==> config.mk <==
export PLATFORM = sky130hd
export DESIGN_NAME = lsu_ahb_master_flat
export DESIGN_NICKNAME = d
export VERILOG_FILES = /design/src/rtl/lsu_ahb_master_pkg.sv /design/src/rtl/lsu_ahb_master_if.sv /design/src/rtl/lsu_ahb_master_lane_align.sv /design/src/rtl/lsu_ahb_master.sv /design/src/flat_wrapper.sv
export SDC_FILE = /design/constraint.sdc
export NUM_CORES = 1
export LEC_CHECK = 0
export ABC_AREA = 1
export CORE_ASPECT_RATIO = 0.7
export CORE_MARGIN = 8
export CORE_UTILIZATION = 52
export DETAILED_ROUTE_END_ITERATION = 10
export PLACE_DENSITY = 0.86
export REMOVE_ABC_BUFFERS = 1
export SETUP_SLACK_MARGIN = 0.05
export SYNTH_ARGS = -nofsm -noshare
export SYNTH_HDL_FRONTEND = slang
export SYNTH_SLANG_ARGS = --single-unit
==> constraint.sdc <==
create_clock -name clk -period 4.2 [get_ports clk]
set_input_delay 1.26 -clock clk [delete_from_list [all_inputs] [get_ports clk]]
set_output_delay 1.26 -clock clk [all_outputs]
set_load 0.01 [all_outputs]
==> src/rtl/lsu_ahb_master_pkg.sv <==
// lsu_ahb_pkg: shared types and the alignment check for the LSU AHB-Lite master.
package lsu_ahb_pkg;

    typedef enum logic [1:0] {
        HT_IDLE   = 2'b00,
        HT_NONSEQ = 2'b10
    } htrans_t;

    typedef enum logic [1:0] {
        SZ_BYTE = 2'b00,
        SZ_HALF = 2'b01,
        SZ_WORD = 2'b10
    } size_t;

    typedef enum logic [1:0] {
        ST_IDLE = 2'd0,
        ST_ADDR = 2'd1,
        ST_DATA = 2'd2,
        ST_RESP = 2'd3
    } lsu_state_t;

    // Size 2'b11 is never legal; otherwise the address must be naturally aligned.
    function automatic logic misaligned(input logic [1:0] size, input logic [1:0] addr_lo);
        return (size == 2'b11) || (size == SZ_HALF && addr_lo[0]) || (size == SZ_WORD && addr_lo != 2'b00);
    endfunction

endpackage

==> src/rtl/lsu_ahb_master_if.sv <==
// lsu_ahb_master_if: CPU request/response channel plus AHB-Lite master signals.
interface lsu_ahb_master_if #(
    parameter int ADDR_W = 32,
    parameter int DATA_W = 32
);
    logic              req_valid;
    logic              req_ready;
    logic              req_write;
    logic [1:0]        req_size;
    logic [ADDR_W-1:0] req_addr;
    logic [DATA_W-1:0] req_wdata;
    logic              resp_valid;
    logic [DATA_W-1:0] resp_rdata;
    logic              resp_err;
    logic [ADDR_W-1:0] HADDR;
    logic [1:0]        HTRANS;
    logic              HWRITE;
    logic [2:0]        HSIZE;
    logic [DATA_W-1:0] HWDATA;
    logic [DATA_W-1:0] HRDATA;
    logic              HREADY;
    logic              HRESP;

    modport master (
        input  req_valid, req_write, req_size, req_addr, req_wdata, HRDATA, HREADY, HRESP,
        output req_ready, resp_valid, resp_rdata, resp_err, HADDR, HTRANS, HWRITE, HSIZE, HWDATA
    );

    modport slave (
        output req_valid, req_write, req_size, req_addr, req_wdata, HRDATA, HREADY, HRESP,
        input  req_ready, resp_valid, resp_rdata, resp_err, HADDR, HTRANS, HWRITE, HSIZE, HWDATA
    );
endinterface

==> src/rtl/lsu_ahb_master_lane_align.sv <==
// lsu_lane_align: store-data lane replication and load-data extraction for a 32-bit bus.
module lsu_lane_align
    import lsu_ahb_pkg::*;
(
    input  logic [1:0]  size_i,
    input  logic [1:0]  addr_lo_i,
    input  logic [31:0] wdata_i,
    input  logic [31:0] rdata_i,
    output logic [31:0] wdata_o,
    output logic [31:0] rdata_o
);
    logic [31:0] shifted;

    always_comb begin
        shifted = rdata_i >> {addr_lo_i, 3'b000};
        wdata_o = size_i == SZ_BYTE ? {4{wdata_i[7:0]}} : size_i == SZ_HALF ? {2{wdata_i[15:0]}} : wdata_i;
        rdata_o = size_i == SZ_BYTE ? {24'b0, shifted[7:0]} : size_i == SZ_HALF ? {16'b0, shifted[15:0]} : shifted;
    end
endmodule

==> src/rtl/lsu_ahb_master.sv <==
// lsu_ahb_master: single-outstanding CPU load/store to AHB-Lite NONSEQ master.
// Define LSU_TIMEOUT_EN to abort DATA-phase waits after TIMEOUT_CYCLES with an error.
module lsu_ahb_master
    import lsu_ahb_pkg::*;
#(
    parameter int ADDR_W         = 32,
    parameter int DATA_W         = 32,
    parameter int TIMEOUT_CYCLES = 256
) (
    input logic              clk,
    input logic              reset_n,
    lsu_ahb_master_if.master bus
);
    localparam logic [1:0] IDLE = ST_IDLE;
    localparam logic [1:0] ADDR = ST_ADDR;
    localparam logic [1:0] DATA = ST_DATA;
    localparam logic [1:0] RESP = ST_RESP;

    logic [1:0]        state_q, state_d;
    logic [1:0]        htrans_q, htrans_d;
    logic [ADDR_W-1:0] haddr_q, haddr_d;
    logic              hwrite_q, hwrite_d;
    logic [1:0]        size_q, size_d;
    logic [DATA_W-1:0] wdata_q, wdata_d;
    logic [DATA_W-1:0] hwdata_q, hwdata_d;
    logic [DATA_W-1:0] pend_rdata_q, pend_rdata_d;
    logic              pend_err_q, pend_err_d;
    logic              resp_valid_q, resp_valid_d;
    logic [DATA_W-1:0] resp_rdata_q, resp_rdata_d;
    logic              resp_err_q, resp_err_d;
    logic [31:0]       wdata_rep, rdata_al;
    logic              timeout;

    lsu_lane_align u_align (
        .size_i   (size_q),
        .addr_lo_i(haddr_q[1:0]),
        .wdata_i  (wdata_q),
        .rdata_i  (bus.HRDATA),
        .wdata_o  (wdata_rep),
        .rdata_o  (rdata_al)
    );

`ifdef LSU_TIMEOUT_EN
    localparam int CW = $clog2(TIMEOUT_CYCLES + 1);
    logic [CW-1:0] cnt_q, cnt_d;

    // Counter is zero whenever we are not stalled in DATA, so it is clear on DATA entry.
    assign cnt_d   = (state_q == DATA && !bus.HREADY) ? cnt_q + 1'b1 : '0;
    assign timeout = cnt_q == CW'(TIMEOUT_CYCLES - 1);

    always_ff @(posedge clk or negedge reset_n)
        if (!reset_n) cnt_q <= '0;
        else cnt_q <= cnt_d;
`else
    assign timeout = 1'b0;
`endif

    always_comb begin
        state_d      = state_q;
        htrans_d     = htrans_q;
        haddr_d      = haddr_q;
        hwrite_d     = hwrite_q;
        size_d       = size_q;
        wdata_d      = wdata_q;
        hwdata_d     = hwdata_q;
        pend_rdata_d = pend_rdata_q;
        pend_err_d   = pend_err_q;
        resp_valid_d = 1'b0;
        resp_rdata_d = resp_rdata_q;
        resp_err_d   = resp_err_q;
        case (state_q)
            IDLE: if (bus.req_valid) begin
                if (misaligned(bus.req_size, bus.req_addr[1:0])) begin
                    state_d      = RESP;
                    pend_err_d   = 1'b1;
                    pend_rdata_d = '0;
                end else begin
                    state_d  = ADDR;
                    htrans_d = HT_NONSEQ;
                    haddr_d  = bus.req_addr;
                    hwrite_d = bus.req_write;
                    size_d   = bus.req_size;
                    wdata_d  = bus.req_wdata;
                end
            end
            ADDR: if (bus.HREADY) begin
                state_d  = DATA;
                htrans_d = HT_IDLE;
                hwdata_d = hwrite_q ? wdata_rep : hwdata_q;
            end
            DATA: if (bus.HREADY) begin
                state_d      = RESP;
                pend_err_d   = bus.HRESP;
                pend_rdata_d = (bus.HRESP || hwrite_q) ? '0 : rdata_al;
            end else if (timeout) begin
                state_d      = RESP;
                pend_err_d   = 1'b1;
                pend_rdata_d = '0;
            end
            default: begin
                state_d      = IDLE;
                resp_valid_d = 1'b1;
                resp_rdata_d = pend_rdata_q;
                resp_err_d   = pend_err_q;
            end
        endcase
    end

    always_ff @(posedge clk or negedge reset_n) begin
        if (!reset_n) begin
            state_q      <= IDLE;
            htrans_q     <= HT_IDLE;
            haddr_q      <= '0;
            hwrite_q     <= 1'b0;
            size_q       <= 2'b00;
            wdata_q      <= '0;
            hwdata_q     <= '0;
            pend_rdata_q <= '0;
            pend_err_q   <= 1'b0;
            resp_valid_q <= 1'b0;
            resp_rdata_q <= '0;
            resp_err_q   <= 1'b0;
        end else begin
            state_q      <= state_d;
            htrans_q     <= htrans_d;
            haddr_q      <= haddr_d;
            hwrite_q     <= hwrite_d;
            size_q       <= size_d;
            wdata_q      <= wdata_d;
            hwdata_q     <= hwdata_d;
            pend_rdata_q <= pend_rdata_d;
            pend_err_q   <= pend_err_d;
            resp_valid_q <= resp_valid_d;
            resp_rdata_q <= resp_rdata_d;
            resp_err_q   <= resp_err_d;
        end
    end

    assign bus.req_ready  = state_q == IDLE;
    assign bus.resp_valid = resp_valid_q;
    assign bus.resp_rdata = resp_rdata_q;
    assign bus.resp_err   = resp_err_q;
    assign bus.HADDR      = haddr_q;
    assign bus.HTRANS     = htrans_q;
    assign bus.HWRITE     = hwrite_q;
    assign bus.HSIZE      = {1'b0, size_q};
    assign bus.HWDATA     = hwdata_q;
endmodule

==> src/flat_wrapper.sv <==
// flat-port wrapper written by rule: the top's interface ports become plain ports
module lsu_ahb_master_flat import lsu_ahb_pkg::*;
#(
    parameter int ADDR_W         = 32,
    parameter int DATA_W         = 32,
    parameter int TIMEOUT_CYCLES = 256
)
  (clk, reset_n, bus_req_valid, bus_req_write, bus_req_size, bus_req_addr, bus_req_wdata, bus_HRDATA, bus_HREADY, bus_HRESP, bus_req_ready, bus_resp_valid, bus_resp_rdata, bus_resp_err, bus_HADDR, bus_HTRANS, bus_HWRITE, bus_HSIZE, bus_HWDATA);
  lsu_ahb_master_if #(.ADDR_W(ADDR_W), .DATA_W(DATA_W)) bus_i ();
  input logic clk;
  input logic reset_n;
  input wire logic [$bits(bus_i.req_valid)-1:0] bus_req_valid;
  input wire logic [$bits(bus_i.req_write)-1:0] bus_req_write;
  input wire logic [$bits(bus_i.req_size)-1:0] bus_req_size;
  input wire logic [$bits(bus_i.req_addr)-1:0] bus_req_addr;
  input wire logic [$bits(bus_i.req_wdata)-1:0] bus_req_wdata;
  input wire logic [$bits(bus_i.HRDATA)-1:0] bus_HRDATA;
  input wire logic [$bits(bus_i.HREADY)-1:0] bus_HREADY;
  input wire logic [$bits(bus_i.HRESP)-1:0] bus_HRESP;
  output wire logic [$bits(bus_i.req_ready)-1:0] bus_req_ready;
  output wire logic [$bits(bus_i.resp_valid)-1:0] bus_resp_valid;
  output wire logic [$bits(bus_i.resp_rdata)-1:0] bus_resp_rdata;
  output wire logic [$bits(bus_i.resp_err)-1:0] bus_resp_err;
  output wire logic [$bits(bus_i.HADDR)-1:0] bus_HADDR;
  output wire logic [$bits(bus_i.HTRANS)-1:0] bus_HTRANS;
  output wire logic [$bits(bus_i.HWRITE)-1:0] bus_HWRITE;
  output wire logic [$bits(bus_i.HSIZE)-1:0] bus_HSIZE;
  output wire logic [$bits(bus_i.HWDATA)-1:0] bus_HWDATA;
  assign bus_i.req_valid = bus_req_valid;
  assign bus_i.req_write = bus_req_write;
  assign bus_i.req_size = bus_req_size;
  assign bus_i.req_addr = bus_req_addr;
  assign bus_i.req_wdata = bus_req_wdata;
  assign bus_i.HRDATA = bus_HRDATA;
  assign bus_i.HREADY = bus_HREADY;
  assign bus_i.HRESP = bus_HRESP;
  assign bus_req_ready = bus_i.req_ready;
  assign bus_resp_valid = bus_i.resp_valid;
  assign bus_resp_rdata = bus_i.resp_rdata;
  assign bus_resp_err = bus_i.resp_err;
  assign bus_HADDR = bus_i.HADDR;
  assign bus_HTRANS = bus_i.HTRANS;
  assign bus_HWRITE = bus_i.HWRITE;
  assign bus_HSIZE = bus_i.HSIZE;
  assign bus_HWDATA = bus_i.HWDATA;
  lsu_ahb_master #(.ADDR_W(ADDR_W), .DATA_W(DATA_W), .TIMEOUT_CYCLES(TIMEOUT_CYCLES)) u_core (.clk(clk), .reset_n(reset_n), .bus(bus_i));
endmodule
---- After elaboration in Yosys (flattened, before gate mapping) ----
Index checks and enable logic that the tools add are counted.
cells by class
  reduce and logical (&&, ||, !) cells .... 16
  shifts and indexed selects .............. 1
  multiplexer cells ....................... 23
  equality and inequality tests ........... 11
  bitwise operators ....................... 1
operator list
  cell                  number
  $mux W32              8
  $pmux W32 S2          1
  $shr A32 B5 Y32       1
  $mux W2               7
  $reduce_and A3 Y1     3
  $ne A2 B2 Y1 const B  4
  $reduce_and A4 Y1     2
  $eq A2 B1 Y1 const B  3
  $eq A2 B2 Y1 const B  3
  $pmux W2 S3           1
  $reduce_bool A2 Y1    3
  $logic_not A2 Y1      2
  $mux W1               4
  $pmux W2 S2           1
  $logic_or A1 B1 Y1    3
  $reduce_or A3 Y1      1
  $logic_and A1 B1 Y1   2
  $ne A2 B1 Y1 const B  1
  $pmux W1 S2           1
  $not A1 Y1            1
word-level totals
  register bits ........................... 170
  output and inout port bits .............. 105
  word-level logic and storage cells ...... 64
  bits of input ports ..................... 104

---- Longest topological paths before layout ----
Gate-level depths: netlist (run 1).
  word-level depth ........................ 7
  depth in mapped cells ................... 10
  mapped depth without buffers ............ 9

---- Modules after synthesis ----
Synthesis (run 1) repeated with hierarchy kept, for this count alone.
unflattened totals
  cell total of the unflattened synthesis .. 977
  area total of the unflattened synthesis .. 8363.0 um2
by module, submodules not included
  module          area an instance (um2)  seq. area each (um2)  times used  cells each
  lsu_ahb_master  7124.3                  4229.1                1           700
  lsu_lane_align  1238.7                  0.0                   1           277

---- Least setup slack after synthesis (run 1) ----
OpenSTA, ideal clock, no wires.
  kind .................................... input to register
  start ................................... input port bus_req_addr[0]
  end ..................................... register u_core.haddr_q[0] (netlist: u_core.bus.HADDR[0])
  arrival time ............................ 2.092 ns
  path slack .............................. 1.977 ns
  buffers on the path ..................... 2
  required time ........................... 4.070 ns
  library setup time ...................... 0.130 ns
  stages .................................. 8
  cells stage by stage .................... nor2_1 > nand2_1 > nand2_1 > nand3_2 > buf_4 > buf_2 > nand2_1 > o21ai_1
on the way
  word-level cells in the longest chain between the ends .. 5
  elaborated cells between the ends (all ways) .. 7
  those cells by class .................... bitwise (1); reduce/logical (6)
ends and longest elaborated chain
  element                                                           line                      text
  start, declared                                                   flat_wrapper.sv:15        input wire logic [$bits(bus_i.req_addr)-1:0] bus_req_addr;
  $reduce_bool A2 Y1 / $logic_and A1 B1 Y1 (equally long branches)  lsu_ahb_master_pkg.sv:24  return (size == 2'b11) || (size == SZ_HALF && addr_lo[0]) || (size == SZ_WORD && addr_lo != 2'b00);
  $logic_and A1 B1 Y1 / $logic_or A1 B1 Y1 (equally long branches)  lsu_ahb_master_pkg.sv:24
  $logic_or A1 B1 Y1                                                lsu_ahb_master_pkg.sv:24
  $not A1 Y1 (no source line)                                       -
  $reduce_and A3 Y1 (no source line)                                -
  end signal, assigned                                              lsu_ahb_master.sv:126     haddr_q <= haddr_d;
  end, declared                                                     lsu_ahb_master.sv:21      logic [ADDR_W-1:0] haddr_q, haddr_d;
Several ways; a longest one is shown, not always the timed one.
A chain may end at the register's enable or synchronous reset.

---- Worst setup path in the final report (run 1) ----
  start ................................... register u_core.state_q[0]
  end ..................................... output port bus_req_ready
on the way
  word-level cells in the longest chain between the ends .. 1
ends and longest elaborated chain
  element                 line                   text
  start, declared         lsu_ahb_master.sv:19   logic [1:0] state_q, state_d;
  start signal, assigned  lsu_ahb_master.sv:124  state_q <= state_d;
  $logic_not A2 Y1        lsu_ahb_master.sv:139  assign bus.req_ready = state_q == IDLE;
  end, declared           flat_wrapper.sv:20     output wire logic [$bits(bus_i.req_ready)-1:0] bus_req_ready;
No other way between the ends.

==> results of run 1 <==
-- logic make-up (layout without fill, tap and decap cells) --
| kind of cell | Yosys count | count (layout) | share of synthesized area |
|---|---|---|---|
| DFF | 169 | 169 | 0.562 |
| buffers and inverters | 150 | 355 | 0.0826 |
| AOI/OAI and AO/OA | 110 | 110 | 0.0820 |
| adders and majority gates | 5 | 5 | 0.00831 |
| muxes | 33 | 33 | 0.0494 |
| and+or+nand+nor | 415 | 415 | 0.215 |
| other | 1 | 2 | 0.000498 |
-- cell type report --
type	count	area share
sequential	169	0.411
multi-input combinational	565	0.261
timing repair buffer	218	0.212
clock buffer	18	0.0417
inverter	105	0.0383
tap	190	0.0231
clock inverter	14	0.0136
-- flip-flops by register name (all words and copies together), names as in the netlist --
name / flops
u_core.pend_err_q: 1
u_core.wdata_q: 32
u_core.size_q: 2
u_core.bus.resp_valid: 1
u_core.bus.resp_err: 1
u_core.bus.HADDR: 32
u_core.bus.HWDATA: 32
u_core.bus.resp_rdata: 32
u_core.bus.HWRITE: 1
u_core.pend_rdata_q: 32
u_core.state_q: 2
u_core.bus.HTRANS: 1
-- routing by layer --
layer	vias to the layer above	routed length [um]	part of all wire	GRT usage
met5	-	0	0	0
met1	3139	8740	0.42	0.285
met2	296	9400	0.45	0.365
met3	28	2280	0.11	0.0870
met4	0	338	0.016	0.0713
li1	3122	-	-	-
-- cell usage after synthesis (all sizes together) --
| cell | count |
|---|---|
| nand2 | 338 |
| a2bb2oi | 16 |
| conb | 1 |
| nor2 | 46 |
| clkbuf | 14 |
| nand3 | 31 |
| a21oi | 12 |
| mux2 | 33 |
| ha | 5 |
| buf | 31 |
| dfrtp | 169 |
| o21ai | 81 |
| inv | 105 |
| a21o | 1 |
-- power groups by stage --
stage	clock network, mW	registers [mW]	logic (mW)
floorplan	0	2.77	1.28
global placement	0	2.60	2.85
global route	1.61	2.68	3.23
detailed placement	0	2.61	2.93
finish	1.52	2.62	2.92
CTS	1.54	2.61	2.95
-- worst max-delay path, stage by stage, from the launching register on --
cell and delay [ns]:
dfrtp_1 0.42, inv_1 0.12, ha_1 0.37, clkdlybuf4s50_1 0.61
-- metrics by stage --
stage	hold WS [ns]	utilization	total power, mW	instance area, sq um
2_1_floorplan	0.436	-	4.05	7300
3_3_place_gp	0.456	0.694	5.46	9720
3_5_place_dp	0.462	0.694	5.54	9720
4_1_cts	0.478	0.735	7.10	10300
5_1_grt	0.505	0.735	7.52	10300
6_report	0.474	0.735	7.06	10300
-- worst max path at each step --
| stage | start | endpoint | slack, ns | depth (start not counted) |
|---|---|---|---|---|
| finish | u_core.state_q[0]$_DFFE_PN0P_ | bus_req_ready | 0.99 | 3 |
| global route | u_core.state_q[0]$_DFFE_PN0P_ | bus_req_ready | 0.90 | 3 |
| floorplan | bus_req_addr[0] | u_core.bus.HADDR[0]$_DFFE_PN0P_ | 0.79 | 5 |
| global placement | bus_req_addr[1] | u_core.bus.HADDR[30]$_DFFE_PN0P_ | 1.06 | 8 |
| detailed placement | bus_req_addr[0] | u_core.bus.HADDR[24]$_DFFE_PN0P_ | 0.98 | 8 |
| CTS | u_core.state_q[0]$_DFFE_PN0P_ | bus_req_ready | 0.98 | 3 |
==> results.cfg, run 1 <==
[clock_network]
cts_buffers = 17
cts.sinks = 169
path_clk_slew_ns = 0.06
cts.htree.levels = 4
cts_tree = yes
ctsLongestPathBuffers = 2
clock_latency_ns = 0.42
cts_setup_buffers = 0
cts-hold-fix-buffers = 0
root_buffer = clkbuf_16
cts_resized = 0

[pwr]
p_per_area_nw_per_um2 = 686
p_int_mw = 4.40
combPwrFrac = 0.414
cellLeakagePower_nw = 5.27
ir_drop_mv = 0.397
seq_power_share = 0.371
p_switching_mw = 2.66
clockPowerShare = 0.215
swShare = 0.377

[synth]
yosysSeqAreaShare = 0.562
syn_area_per_cell_sq_um = 8.52
yosysWarnings = 0
synth-seq-cells = 169
synth_cell_types = 22
synth_area_leaders = dfrtp_1 (56%), nand2_1 (17%), mux2_2 (4.9%)
syn_area_sq_um = 7520
synth.largest_area_cell = dfrtp_1
syn_inst = 883
synth_top_area_frac = 0.562

[sta]
max_freq_mhz = 312
drv_slew = 0
fin_ws_ns = 0.994
skew_ns = 0.0103
tns_ns = 0
grt_setup_unrepaired = no
finalSetupViolations = 0
hold_viol_final = 0
period_minus_slack_ns = 3.21
min_period_over_period = 0.763
slew-limit-headroom = 0.557
worst_pin_slew_ns = 0.663

[critical_path]
rr_endpoint = u_core.bus.HADDR[24]$_DFFE_PN0P_
start_kind = flop
reg2reg_from = u_core.state_q[0]$_DFFE_PN0P_
crit_type = flop to primary output
worst-r2r-cell-count = 6
critical_path_required_ns = 2.94
endpoint_kind = primary output
rrSetupSlack_ns = 2.09
arrival_ns = 1.95
crit_fanout = 7

[detailed_routing]
via_count = 6585
drt_iter0_markers = 506
wirelength_mm = 20.8
wl_per_cell_um = 16.2
via_per_inst = 5.15
drt_first_pass_iters = 5
drc = 0
ant_nets = 0

[final_layout]
final_nets = 1185
fillers = 994
stdcell_count = 1279
drive_above_1_share = 0.0817
final_cell_mix = nand2_1 (337), clkdlybuf4s50_1 (205), dfrtp_1 (169), inv_1 (98), o21ai_1 (74)
seq_area_sq_um = 4230
multi_input_area_sq_um = 2690
syn_to_final_growth_pct = 36.8
final_common_cell = nand2_1
antenna_cells = 0

[floorplan]
boundaryPins = 209
rows = 36
start_util = 0.537
core_sq_um = 14000
chipHeight_um = 117
die-area_sq_um = 18600
die_x_um = 160

[global_route]
grt_pass1_vias = 6643
grt_overflow = 0
grt.total_usage = 0.228
grt_pass1_wl_mm = 34.0
grt_max_degree = 68
antenna_found_initial = 0

[placed_design]
io_buffers = 206
dp_slack_ns = 0.981
dp.cells = 1247
gp_congestion = 0.810
dp_hpwl_mm = 14.3

[run]
drv_cap = 0

[hold_path]
min_from = u_core.bus.HTRANS[1]$_DFFE_PN0P_
hold_end = u_core.bus.HTRANS[1]$_DFFE_PN0P_
hold_class = flop to flop
hold_depth = 2

[status]
outcome = finished, final reports clean
No activity file was read; power rests on OpenSTA's default activity.
==> run 2: changes to the inputs <==
Settings changed: CORE_UTILIZATION 52 to 44, PLACE_DENSITY 0.86 to 0.77.
Clock period 4.2 ns to 2.82 ns, I/O delays scaled along.
==> run 2 against run 1 <==
Via count down 2.5%. Highest routed layer unchanged. Non-clock buffer count up 6. Global-route usage is 2.6 points lower. Cell count grew 3.7%.
==> results.cfg, run 2 (synthesis gave the netlist of run 1 again) <==
[status]
outcome = finished, final reports clean

[clock_network]
ctsLongestPathBuffers = 2
cts-hold-fix-buffers = 0
cts_tree = yes
cts_buffers = 17
cts.htree.levels = 4
path_clk_slew_ns = 0.07
clock_latency_ns = 0.43
cts.sinks = 169
root_buffer = clkbuf_16

[final_layout]
final_cell_mix = nand2_1 (337), clkdlybuf4s50_1 (205), dfrtp_1 (169), inv_1 (98), o21ai_1 (74)
final_common_cell = nand2_1
antenna_cells = 0
utilization = 0.615
final_nets = 1191
stdcell_count = 1326
drive_above_1_share = 0.0886
syn_to_final_growth_pct = 38.7
design_area_sq_um = 10400

[global_route]
antenna_found_initial = 0
grt_pass1_wl_mm = 34.6
grt.total_usage = 0.202
grt_max_degree = 71
grt_overflow = 0
grt_pass1_vias = 6588

[critical_path]
endpoint_kind = primary output
crit_type = flop to primary output
arrival_ns = 1.79
cp_slowest_stage_delay_ns = 0.57
crit_buf_inv = 2
critical_path_required_ns = 1.97
cp_cell_sequence = inv_1, ha_4, clkdlybuf4s50_1
start_kind = flop
crit_fanout = 7
crit_family = buffers and inverters
cpMaxStageDelayCell = clkdlybuf4s50_1

[pwr]
p_per_area_nw_per_um2 = 1010
cellLeakagePower_nw = 5.32
ir_drop_mv = 0.552
p_switching_mw = 3.98
swShare = 0.377
finalPower_mw = 10.6
combPwrFrac = 0.424
p_int_mw = 6.58
clockPowerShare = 0.210
seq_power_share = 0.366

[run]
drv_cap = 0

[detailed_routing]
wl_per_cell_um = 15.8
drc = 0
wirelength_mm = 21.0
via_per_inst = 4.84
ant_nets = 0
via_count = 6420
drt_iter0_markers = 538
drt_first_pass_iters = 5

[placed_design]
gp_congestion = 0.804
io_buffers = 206
dp_hpwl_mm = 14.7
place_area_sq_um = 9870
dp_slack_ns = 0.399
dp.cells = 1294

[sta]
period_minus_slack_ns = 2.63
drv_slew = 0
finalSetupViolations = 0
worst_pin_slew_ns = 0.641
fin_ws_ns = 0.185
grt_setup_unrepaired = no
skew_ns = 0.00804
max_freq_mhz = 380
slew-limit-headroom = 0.572
min_period_over_period = 0.934
hold_viol_final = 0

[hold_path]
hold_class = input port to asynchronous set/reset pin

[floorplan]
chipHeight_um = 125
core_sq_um = 17000
boundaryPins = 209
die-area_sq_um = 21600
die_x_um = 172
rows = 40
start_util = 0.444
[run 2: path summary, 6_finish.rpt]
kind | slack [ns] | start | endpoint | depth (start not counted)
setup / recovery | 0.19 | u_core.state_q[0]$_DFFE_PN0P_ | bus_req_ready | 3
hold / removal | 0.41 | reset_n | u_core.bus.resp_rdata[29]$_DFFE_PN0P_ | 1
setup reg to reg | 0.90 | u_core.size_q[1]$_DFFE_PN0P_ | u_core.pend_rdata_q[10]$_DFFE_PN0P_ | 7
hold reg to reg | 0.48 | u_core.pend_rdata_q[26]$_DFFE_PN0P_ | u_core.pend_rdata_q[26]$_DFFE_PN0P_ | 2
max in group asynchronous | 1.77 | reset_n | u_core.bus.HWDATA[8]$_DFFE_PN0P_ | 2
min in group clk | 0.48 | u_core.pend_rdata_q[26]$_DFFE_PN0P_ | u_core.pend_rdata_q[26]$_DFFE_PN0P_ | 2
[run 2: metrics by stage]
step,hold WS (ns),TNS [ns]
finish,0.406,0
floorplan,0.436,-12.09
global route,0.434,0
global placement,0.455,0
CTS,0.416,0
detailed placement,0.459,0
[run 2: final cells by class]
| class | instances | area (sq um) |
|---|---|---|
| fillers | 1438 | 6530 |
| flip-flops and latches | 169 | 4230 |
| multi-input cells | 565 | 2700 |
| repair buffers | 224 | 2270 |
| clock buffers | 17 | 425 |
| inverters | 105 | 394 |
| well taps | 231 | 289 |
| clock inverters | 15 | 128 |
[run 2: what timing repair did]
| item | CTS | global route |
|---|---|---|
| gates resized for setup | 1 | 1 |
| setup buffers | 0 | 0 |
| endpoints found under the setup margin | 1 | 1 |
[run 2: power by group through the flow]
stage,Combinational (mW),Sequential [mW],Clock (mW)
6_report,4.48,3.86,2.22
5_1_grt,4.99,3.97,2.34
4_1_cts,4.53,3.85,2.25
3_5_place_dp,4.51,3.87,0
3_3_place_gp,4.42,3.86,0
2_1_floorplan,1.90,4.13,0
[run 2: metal layers]
metal	vias to the layer above	wire (um)	GRT usage
li1	3130	-	-
met1	3022	9300	0.269
met2	251	9340	0.306
met3	17	2190	0.0773
met4	0	142	0.0465
met5	-	0	0
